[src/rtl/mips_ctrl_pkg.sv]
// Shared encodings for the multi-cycle MIPS control unit: opcodes, functs,
// FSM states, datapath select codes and the one-hot instruction class.
package mips_ctrl_pkg;

  localparam logic [5:0] OP_RTYPE = 6'b000000;
  localparam logic [5:0] OP_ORI   = 6'b001101;
  localparam logic [5:0] OP_LW    = 6'b100011;
  localparam logic [5:0] OP_SW    = 6'b101011;
  localparam logic [5:0] OP_BEQ   = 6'b000100;
  localparam logic [5:0] OP_JAL   = 6'b000011;
  localparam logic [5:0] OP_LUI   = 6'b001111;

  localparam logic [5:0] FN_ADDU  = 6'b100001;
  localparam logic [5:0] FN_SUBU  = 6'b100011;
  localparam logic [5:0] FN_JR    = 6'b001000;
  localparam logic [5:0] FN_MULT  = 6'b011000;
  localparam logic [5:0] FN_DIV   = 6'b011010;
  localparam logic [5:0] FN_MFHI  = 6'b010000;
  localparam logic [5:0] FN_MFLO  = 6'b010010;

  typedef enum logic [2:0] {
    S_FETCH  = 3'd0,
    S_DECODE = 3'd1,
    S_EXEC   = 3'd2,
    S_MEM    = 3'd3,
    S_WB     = 3'd4,
    S_MD     = 3'd5
  } state_e;

  localparam logic [1:0] NPC_PC4 = 2'b00;
  localparam logic [1:0] NPC_BR  = 2'b01;
  localparam logic [1:0] NPC_JAL = 2'b10;
  localparam logic [1:0] NPC_RS  = 2'b11;

  localparam logic [1:0] ALU_ADD = 2'b00;
  localparam logic [1:0] ALU_SUB = 2'b01;
  localparam logic [1:0] ALU_OR  = 2'b10;

  localparam logic [1:0] A3_RD   = 2'b00;
  localparam logic [1:0] A3_RT   = 2'b01;
  localparam logic [1:0] A3_RA   = 2'b10;

  localparam logic [2:0] WD_ALU  = 3'b000;
  localparam logic [2:0] WD_DM   = 3'b001;
  localparam logic [2:0] WD_PC4  = 3'b010;
  localparam logic [2:0] WD_LUI  = 3'b011;
  localparam logic [2:0] WD_HI   = 3'b100;
  localparam logic [2:0] WD_LO   = 3'b101;

  localparam logic [1:0] MD_NONE = 2'b00;
  localparam logic [1:0] MD_MULT = 2'b01;
  localparam logic [1:0] MD_DIV  = 2'b10;

  // Exactly one field is set for any opcode/funct pair.
  typedef struct packed {
    logic addu;
    logic subu;
    logic ori;
    logic lw;
    logic sw;
    logic beq;
    logic jal;
    logic jr;
    logic lui;
    logic mult;
    logic div;
    logic mfhi;
    logic mflo;
    logic unknown;
  } insn_t;

  function automatic int unsigned max_lat(input int unsigned a, input int unsigned b);
    return (a > b) ? a : b;
  endfunction

endpackage

[src/rtl/mc_decode.sv]
// Combinational instruction classifier: IR opcode/funct to a one-hot class.
module mc_decode
  import mips_ctrl_pkg::*;
(
  input  logic [5:0] opcode,
  input  logic [5:0] funct,
  output insn_t      insn
);

  always_comb begin
    insn = '0;
    case (opcode)
      OP_RTYPE: begin
        case (funct)
          FN_ADDU: insn.addu = 1'b1;
          FN_SUBU: insn.subu = 1'b1;
          FN_JR:   insn.jr   = 1'b1;
          FN_MULT: insn.mult = 1'b1;
          FN_DIV:  insn.div  = 1'b1;
          FN_MFHI: insn.mfhi = 1'b1;
          FN_MFLO: insn.mflo = 1'b1;
          default: insn.unknown = 1'b1;
        endcase
      end
      OP_ORI:  insn.ori = 1'b1;
      OP_LW:   insn.lw  = 1'b1;
      OP_SW:   insn.sw  = 1'b1;
      OP_BEQ:  insn.beq = 1'b1;
      OP_JAL:  insn.jal = 1'b1;
      OP_LUI:  insn.lui = 1'b1;
      default: insn.unknown = 1'b1;
    endcase
  end

endmodule

[src/rtl/mc_controller.sv]
// Multi-cycle MIPS control unit: FETCH/DECODE/EXEC/MEM/WB sequencing plus a
// fixed-latency mult/div wait state; outputs are Moore decodes of state + IR.
module mc_controller
  import mips_ctrl_pkg::*;
#(
  parameter  int MULT_LAT = 5,
  parameter  int DIV_LAT  = 10,
  localparam int CNT_W    = $clog2(max_lat(MULT_LAT, DIV_LAT) + 1)
) (
  input  logic             clk,
  input  logic             reset,
  input  logic [5:0]       opcode,
  input  logic [5:0]       funct,
  input  logic             zero,
  output logic             PCWr,
  output logic             IRWr,
  output logic [1:0]       NPCOp,
  output logic             GRFWr,
  output logic             EXTOp,
  output logic [1:0]       ALUOp,
  output logic             DMWr,
  output logic [1:0]       A3Sel,
  output logic [2:0]       WDSel,
  output logic             BSel,
  output logic [1:0]       MDStart,
  output logic             MDBusy,
  output logic             retire,
  output state_e           state_dbg,
  output logic [CNT_W-1:0] md_cnt_dbg
);

  localparam logic [CNT_W-1:0] MULT_LOAD = CNT_W'(MULT_LAT - 1);
  localparam logic [CNT_W-1:0] DIV_LOAD  = CNT_W'(DIV_LAT - 1);

  state_e           state;
  logic [CNT_W-1:0] md_cnt;
  logic             md_entry;
  insn_t            insn;

  mc_decode u_decode (
    .opcode (opcode),
    .funct  (funct),
    .insn   (insn)
  );

  always_ff @(posedge clk or posedge reset) begin
    if (reset) begin
      state    <= S_FETCH;
      md_cnt   <= '0;
      md_entry <= 1'b0;
    end else begin
      md_entry <= 1'b0;
      case (state)
        S_FETCH: state <= S_DECODE;
        S_DECODE: begin
          if (insn.jr || insn.unknown) begin
            state <= S_FETCH;
          end else if (insn.jal || insn.mfhi || insn.mflo) begin
            state <= S_WB;
          end else if (insn.mult || insn.div) begin
            state    <= S_MD;
            md_entry <= 1'b1;
            md_cnt   <= insn.div ? DIV_LOAD : MULT_LOAD;
          end else begin
            state <= S_EXEC;
          end
        end
        S_EXEC: begin
          if (insn.beq)                state <= S_FETCH;
          else if (insn.lw || insn.sw) state <= S_MEM;
          else                         state <= S_WB;
        end
        S_MEM:   state <= insn.sw ? S_FETCH : S_WB;
        S_WB:    state <= S_FETCH;
        S_MD: begin
          // Counter saturates at zero; the zero cycle is the retiring one.
          if (md_cnt == '0) state  <= S_FETCH;
          else              md_cnt <= md_cnt - 1'b1;
        end
        default: state <= S_FETCH;
      endcase
    end
  end

  always_comb begin
    PCWr    = 1'b0;
    IRWr    = 1'b0;
    NPCOp   = NPC_PC4;
    GRFWr   = 1'b0;
    EXTOp   = 1'b0;
    ALUOp   = ALU_ADD;
    DMWr    = 1'b0;
    A3Sel   = A3_RD;
    WDSel   = WD_ALU;
    BSel    = 1'b0;
    MDStart = MD_NONE;
    MDBusy  = 1'b0;
    if (!reset) begin
      case (state)
        S_FETCH: IRWr = 1'b1;
        S_DECODE: begin
          if (insn.jr) begin
            PCWr  = 1'b1;
            NPCOp = NPC_RS;
          end else if (insn.unknown) begin
            PCWr  = 1'b1;
          end
        end
        S_EXEC, S_MEM, S_WB: begin
          // ALU controls stay asserted until the instruction retires.
          if (insn.addu) ALUOp = ALU_ADD;
          if (insn.subu) ALUOp = ALU_SUB;
          if (insn.beq) begin
            ALUOp = ALU_SUB;
            EXTOp = 1'b1;
          end
          if (insn.ori) begin
            ALUOp = ALU_OR;
            BSel  = 1'b1;
            EXTOp = 1'b0;
          end
          if (insn.lw || insn.sw) begin
            ALUOp = ALU_ADD;
            BSel  = 1'b1;
            EXTOp = 1'b1;
          end
          if (state == S_EXEC && insn.beq) begin
            PCWr  = 1'b1;
            NPCOp = zero ? NPC_BR : NPC_PC4;
          end
          if (state == S_MEM && insn.sw) begin
            DMWr = 1'b1;
            PCWr = 1'b1;
          end
          if (state == S_WB) begin
            GRFWr = 1'b1;
            PCWr  = 1'b1;
            NPCOp = insn.jal ? NPC_JAL : NPC_PC4;
            if (insn.addu || insn.subu) begin
              A3Sel = A3_RD;
              WDSel = WD_ALU;
            end
            if (insn.ori) begin
              A3Sel = A3_RT;
              WDSel = WD_ALU;
            end
            if (insn.lui) begin
              A3Sel = A3_RT;
              WDSel = WD_LUI;
            end
            if (insn.lw) begin
              A3Sel = A3_RT;
              WDSel = WD_DM;
            end
            if (insn.jal) begin
              A3Sel = A3_RA;
              WDSel = WD_PC4;
            end
            if (insn.mfhi) begin
              A3Sel = A3_RD;
              WDSel = WD_HI;
            end
            if (insn.mflo) begin
              A3Sel = A3_RD;
              WDSel = WD_LO;
            end
          end
        end
        S_MD: begin
          MDBusy = 1'b1;
          if (md_entry) MDStart = insn.div ? MD_DIV : MD_MULT;
          if (md_cnt == '0) PCWr = 1'b1;
        end
        default: ;
      endcase
    end
  end

  assign retire     = PCWr;
  assign state_dbg  = state;
  assign md_cnt_dbg = md_cnt;

endmodule

[config.mk]
export PLATFORM = sky130hd
export DESIGN_NAME = mc_controller
export DESIGN_NICKNAME = d
export VERILOG_FILES = /design/src/rtl/mips_ctrl_pkg.sv /design/src/rtl/mc_decode.sv /design/src/rtl/mc_controller.sv
export SDC_FILE = /design/constraint.sdc
export NUM_CORES = 1
export LEC_CHECK = 0
export BUFFER_PORTS_ARGS = -buffer_cell sky130_fd_sc_hd__buf_2
export CAP_MARGIN = 10
export CORE_AREA = 2 2 55 57
export DETAILED_ROUTE_END_ITERATION = 10
export DIE_AREA = 0 0 57 59
export PLACE_DENSITY = 0.63
export SYNTH_ARGS = -nofsm -noshare
export SYNTH_HDL_FRONTEND = slang
export SYNTH_SLANG_ARGS = --single-unit
[constraint.sdc]
create_clock -name clk -period 1.7 [get_ports clk]
set_clock_uncertainty 0.15 [all_clocks]
set_input_delay 0.085 -clock clk [delete_from_list [all_inputs] [get_ports clk]]
set_output_delay 0.085 -clock clk [all_outputs]
set_load 0.01 [all_outputs]
Yosys cells after proc, flatten, opt, wreduce, memory -nomap -nowiden
Cells that the tools add are included.

storage, ports and cells
  flip-flop bits (word level) = 8
  output and inout bits = 26
  word-level logic and storage cells = 138

cells by class
  add/subtract/negate cells = 1
  equality and inequality tests = 23
  mux-type cells = 96
  reduce and logical (&&, ||, !) cells = 15

operators with widths
  cell                                                                number
  1-bit 2-to-1 mux                                                    49
  2-bit 2-to-1 mux                                                    22
  3-bit 2-to-1 mux                                                    14
  6-bit by 5-bit == test with 1-bit output, second input constant     4
  6-bit == test, second input constant                                4
  4-bit 2-to-1 mux                                                    6
  6-bit by 4-bit == test with 1-bit output, second input constant     3
  3-bit one-hot mux with 5 select lines                               1
  2-bit inequality test, second input constant                        5
  4-bit one-hot mux with 2 select lines                               1
  7-bit OR reduction                                                  1
  3-bit by 2-bit == test with 1-bit output, second input constant     2
  3-bit == test, second input constant                                2
  6-bit by 2-bit == test with 1-bit output, second input constant     1
  6-bit by 3-bit == test with 1-bit output, second input constant     1
  6-bit logical NOT                                                   1
  6-bit OR reduction                                                  1
  1-bit logical OR                                                    5
  5-bit AND reduction                                                 1
  4-bit logical NOT                                                   1
  2-bit one-hot mux with 2 select lines                               1
  4-bit by 1-bit subtractor with 4-bit output, second input constant  1
  3-bit by 1-bit == test with 1-bit output, second input constant     1
  3-bit logical NOT                                                   1
  other kinds (5)                                                     6

Logic depth before layout (Yosys ltp)
  depth after elaboration = 11
  depth in mapped cells = 7
  mapped depth without buffers = 7

Modules after synthesis
From an unflattened synthesis, not the netlist that was laid out.

unflattened totals
  cell total of the unflattened synthesis = 145
  area, all modules = 999.7 um2

modules (own cells, without submodules)
  module         times used  cells each  area an instance (um2)  seq. area each (um2)
  mc_controller  1           106         757.0                   200.2
  mc_decode      1           39          242.7                   0.0

Worst setup path after synthesis
OpenSTA, ideal clock, no wires.

  path type = flip-flop to output port
  start = reg state[1], in the netlist state_dbg[1]
  end = out retire
  arrival time = 1.813 ns
  data required time = 1.465 ns
  setup slack = -0.348 ns
  cell stages (with the launch flop) = 8
  path buffers = 2
  cells stage by stage = dfrtp_1 -> clkbuf_1 -> nand2b_1 -> or2_2 -> o31a_1 -> and3_1 -> o21ai_0 -> buf_4

on the way
  cells in the longest elaborated chain, start to end = 7
  elaborated cells between the ends (all ways) = 13
  classes of those cells = eq/ne: 5; mux: 5; reduce/logical: 3

ends and longest elaborated chain
  item                                      RTL line                                   source
  start: declaration                        mc_controller.sv:35                        state_e state;
  start signal: assignment                  mc_controller.sv:73                        S_MEM: state <= insn.sw ? S_FETCH : S_WB;
  3-bit by 2-bit == test with 1-bit output  mc_controller.sv:99, mc_controller.sv:127
  1-bit logical AND                         mc_controller.sv:127                       if (state == S_EXEC && insn.beq) begin
  1-bit 2-to-1 mux                          mc_controller.sv:127
  1-bit 2-to-1 mux                          mc_controller.sv:131                       if (state == S_MEM && insn.sw) begin
  1-bit 2-to-1 mux                          mc_controller.sv:135                       if (state == S_WB) begin
  1-bit one-hot mux with 3 select lines *   mc_controller.sv:99                        case (state)
  1-bit 2-to-1 mux *                        mc_controller.sv:98                        if (!reset) begin
  end: declaration                          mc_controller.sv:27                        output logic retire,

Every way passes the cells marked *; elsewhere a longest branch is shown, timed or not.

Worst setup path after layout
  start = reg state[2], in the netlist state_dbg[2]
  end = out retire

The elaborated chain is that of the path after synthesis.

==> impl_results.md <==
- Status: finished with violations
- Failing checks: setup timing
- WL/cell: 15.1 microns
- Gr ovfl total: 0
- DR iter-0 viols: 42
- Initial antenna violation count: 0
- Clock Tree Root: clkbuf_4
- Final worst slack: -0.198 ns
- IR drop worst, VDD: 1.06 mV
- First-pass GRT wire length: 5490 microns
- Total CTS buffers: 3
- YS warnings: 0
- Comb pwr share: 68.6%
- Crit path time final: 1.90 ns
- DRC: 0
- Max-slew violation total from the final report: 0
- Syn avg cell area: 7.39 sq um
- H-Tree Level Count: 1
- Commonest non-fill, non-tap cell in the layout: buf_4
- Wirelength, routed: 3590 microns
- Initial core utilization: 34.9%
- Antenna Cells: 0
- Sequential share of the synthesized area: 21.2%
- Clock power frac: 9.6%
- Setup CP Type: flip-flop to output pin
- HP Class: input port to flip-flop
- Number of nets in the layout: 226
- Final hold violations: 0
- Netlist cell types: 45
- # port buffers: 40
- Ports: 41
- Maximum capacitance violations: 0
- Max FO, Critical Path: 6
- P per Cell Area: 973 nW/um^2
- Synthesis-stage register bit count: 8
- Critical Path Start Type: flip-flop
- CTS tree: yes
- Syn_nets: 145
- Switching share of power: 43.0%
- Final core occ: 62.3%
- Die Ht: 59 microns
- Vias in the first global route: 1,213
- Area delta synth->final: 78.4%
- Crit path DAT: 1.66 ns
- Rows: 19
- # fillers: 225
- Commonest cells after routing, fill and taps aside: buf_4 (39), buf_2 (38), nand2_1 (11)
- Maximum clock frequency: 0.527 GHz
- Largest net degree at the start of global routing: 10
- Post-synth EDFFs: 0
- Internal: 0.000935 W
- Post-Synthesis Cell Area: 946 sq um
- Vias: 1,325
- Slew margin rel.: 67.7%
- Core ar.: 2710 sq um
- RSZ-0062 raised after global routing: yes
- Vias per cell: 5.57
- GPL Wtd Cong: 0.881
- Detailed placer's ending HPWL: 2490 microns
- Final worst path period share: 112%
- Seq pwr share: 21.8%
- Post-synth top flop: dfrtp_1
- DR pass1 iterations: 4
- Clock buffer depth: 2
- Critical path capture point type: output pin
- DRT antenna net count: 0
- DIE AREA: 3360 sq um
- P_leak: 0.803 nW
- Gr usage total: 20.5%
- Cell count after synthesis: 128
- Clock-pin transition on the worst setup and hold timing paths: 0.06 ns
- Clk Latency, worst-skew pair: 0.27 ns
- Switching power: 0.000706 W
- Layout cells sized above 1: 59.4%
- Tightest Pin Transition: 0.479 ns
- Clock Sinks: 8
- DP Worst Slack: -0.0964 ns
- Req. time, crit path: 1.46 ns
- Final setup vio count: 20
- Die W: 57 microns
- Asr flop ratio synth: 100%
-- critical path, cell delays in order, from the launching register on --
cell and delay [ns]:
dfrtp_2 0.48, buf_6 0.16, nor2b_4 0.15, nand4_1 0.14, and3_4 0.19, o21ai_4 0.15
buf_6 0.13
-- cells by family after synthesis --
kind of cell | count (synthesis) | share of synthesized area (%)
AO/OA/AOI/OAI | 31 | 24.5
flip-flops | 8 | 21.2
AND/OR/NAND/NOR | 71 | 43.5
XOR/XNOR | 1 | 0.926
buffers and inverters | 15 | 7.28
adder cells (fa/ha/maj) | 2 | 2.65
-- final cells by class --
| class | count | area (sq um) | share of cell area (%) |
|---|---|---|---|
| Clock buffer | 3 | 22.5 | 1.33 |
| Inverter | 7 | 26.3 | 1.56 |
| Multi-Input combinational cell | 105 | 837 | 49.6 |
| Sequential cell | 8 | 203 | 12.0 |
| Tap cell | 31 | 38.8 | 2.30 |
| Timing Repair Buffer | 84 | 561 | 33.2 |
-- routing by layer --
metal  share of wire [%]  vias up  global-route usage (%)
li1                    -      638                       -
met1                  41      634                    26.3
met2                  51       49                    35.5
met3                 6.5        4                    5.24
met4                0.86        0                    3.32
met5                   0        -                       0
-- registers in the layout (all words and copies together), names as in the netlist --
name        cells
md_cnt_dbg      4
state_dbg       3
md_entry        1
-- cell usage after synthesis (all sizes together), types with 3 or more instances --
cell type,number,area [sq um]
nor4,3,33.8
nand2b,4,25.0
and3,5,31.3
dfrtp,8,200
o21ai,7,35.0
clkbuf,6,23.8
nand3,3,27.5
nor2,14,52.6
nor3,10,50.1
nand2,12,45.0
inv,7,26.3
a21oi,7,35.0
nand4,6,37.5
nand3b,5,37.5
-- power by group through the flow --
stage               clock [W]  sequential (W)  combinational (W)
finish               0.000158        0.000357            0.00113
global placement            0        0.000323           0.000757
detailed placement          0        0.000328           0.000775
floorplan                   0        0.000360           0.000376
global route         0.000168        0.000367            0.00120
CTS                  0.000156        0.000343            0.00100
-- metrics by stage --
| step | hold slack (ns) | total power (W) | std cells | TNS, ns | cell area, sq um |
|---|---|---|---|---|---|
| finish | 0.0989 | 0.00164 | 238 | -1.52 | 1690 |
| global route | 0.114 | 0.00174 | 238 | -2.84 | 1690 |
| CTS | 0.0893 | 0.00150 | 235 | -1.64 | 1560 |
| detailed placement | 0.0602 | 0.00110 | 220 | -0.210 | 1360 |
| global placement | 0.0410 | 0.00108 | 220 | -0.0795 | 1360 |
| floorplan | -0.0398 | 0.000736 | 128 | -0.223 | 951 |
-- worst paths after layout --
check	start	endpoint	slack [ns]	depth (start not counted)
hold / removal	funct[1]	md_cnt_dbg[3]	0.1	3
setup reg to reg	state_dbg[1]	md_cnt_dbg[2]	-0.15	5
min in group asynchronous	reset	state_dbg[1]	0.46	4
setup / recovery	state_dbg[2]	retire	-0.20	6
hold reg to reg	md_cnt_dbg[3]	md_cnt_dbg[3]	0.46	1
max in group asynchronous	reset	state_dbg[2]	0.80	4
-- repair_timing --
action | in CTS | in global routing
hold buffers | 1 | 0
endpoints found under the setup margin | 19 | 22
pin swaps | 9 | 6
hold endpoints to repair | 8 | 0
gates resized for setup | 21 | 25
setup buffers | 11 | 3
Note: power is estimated with default switching activity, not from simulation.
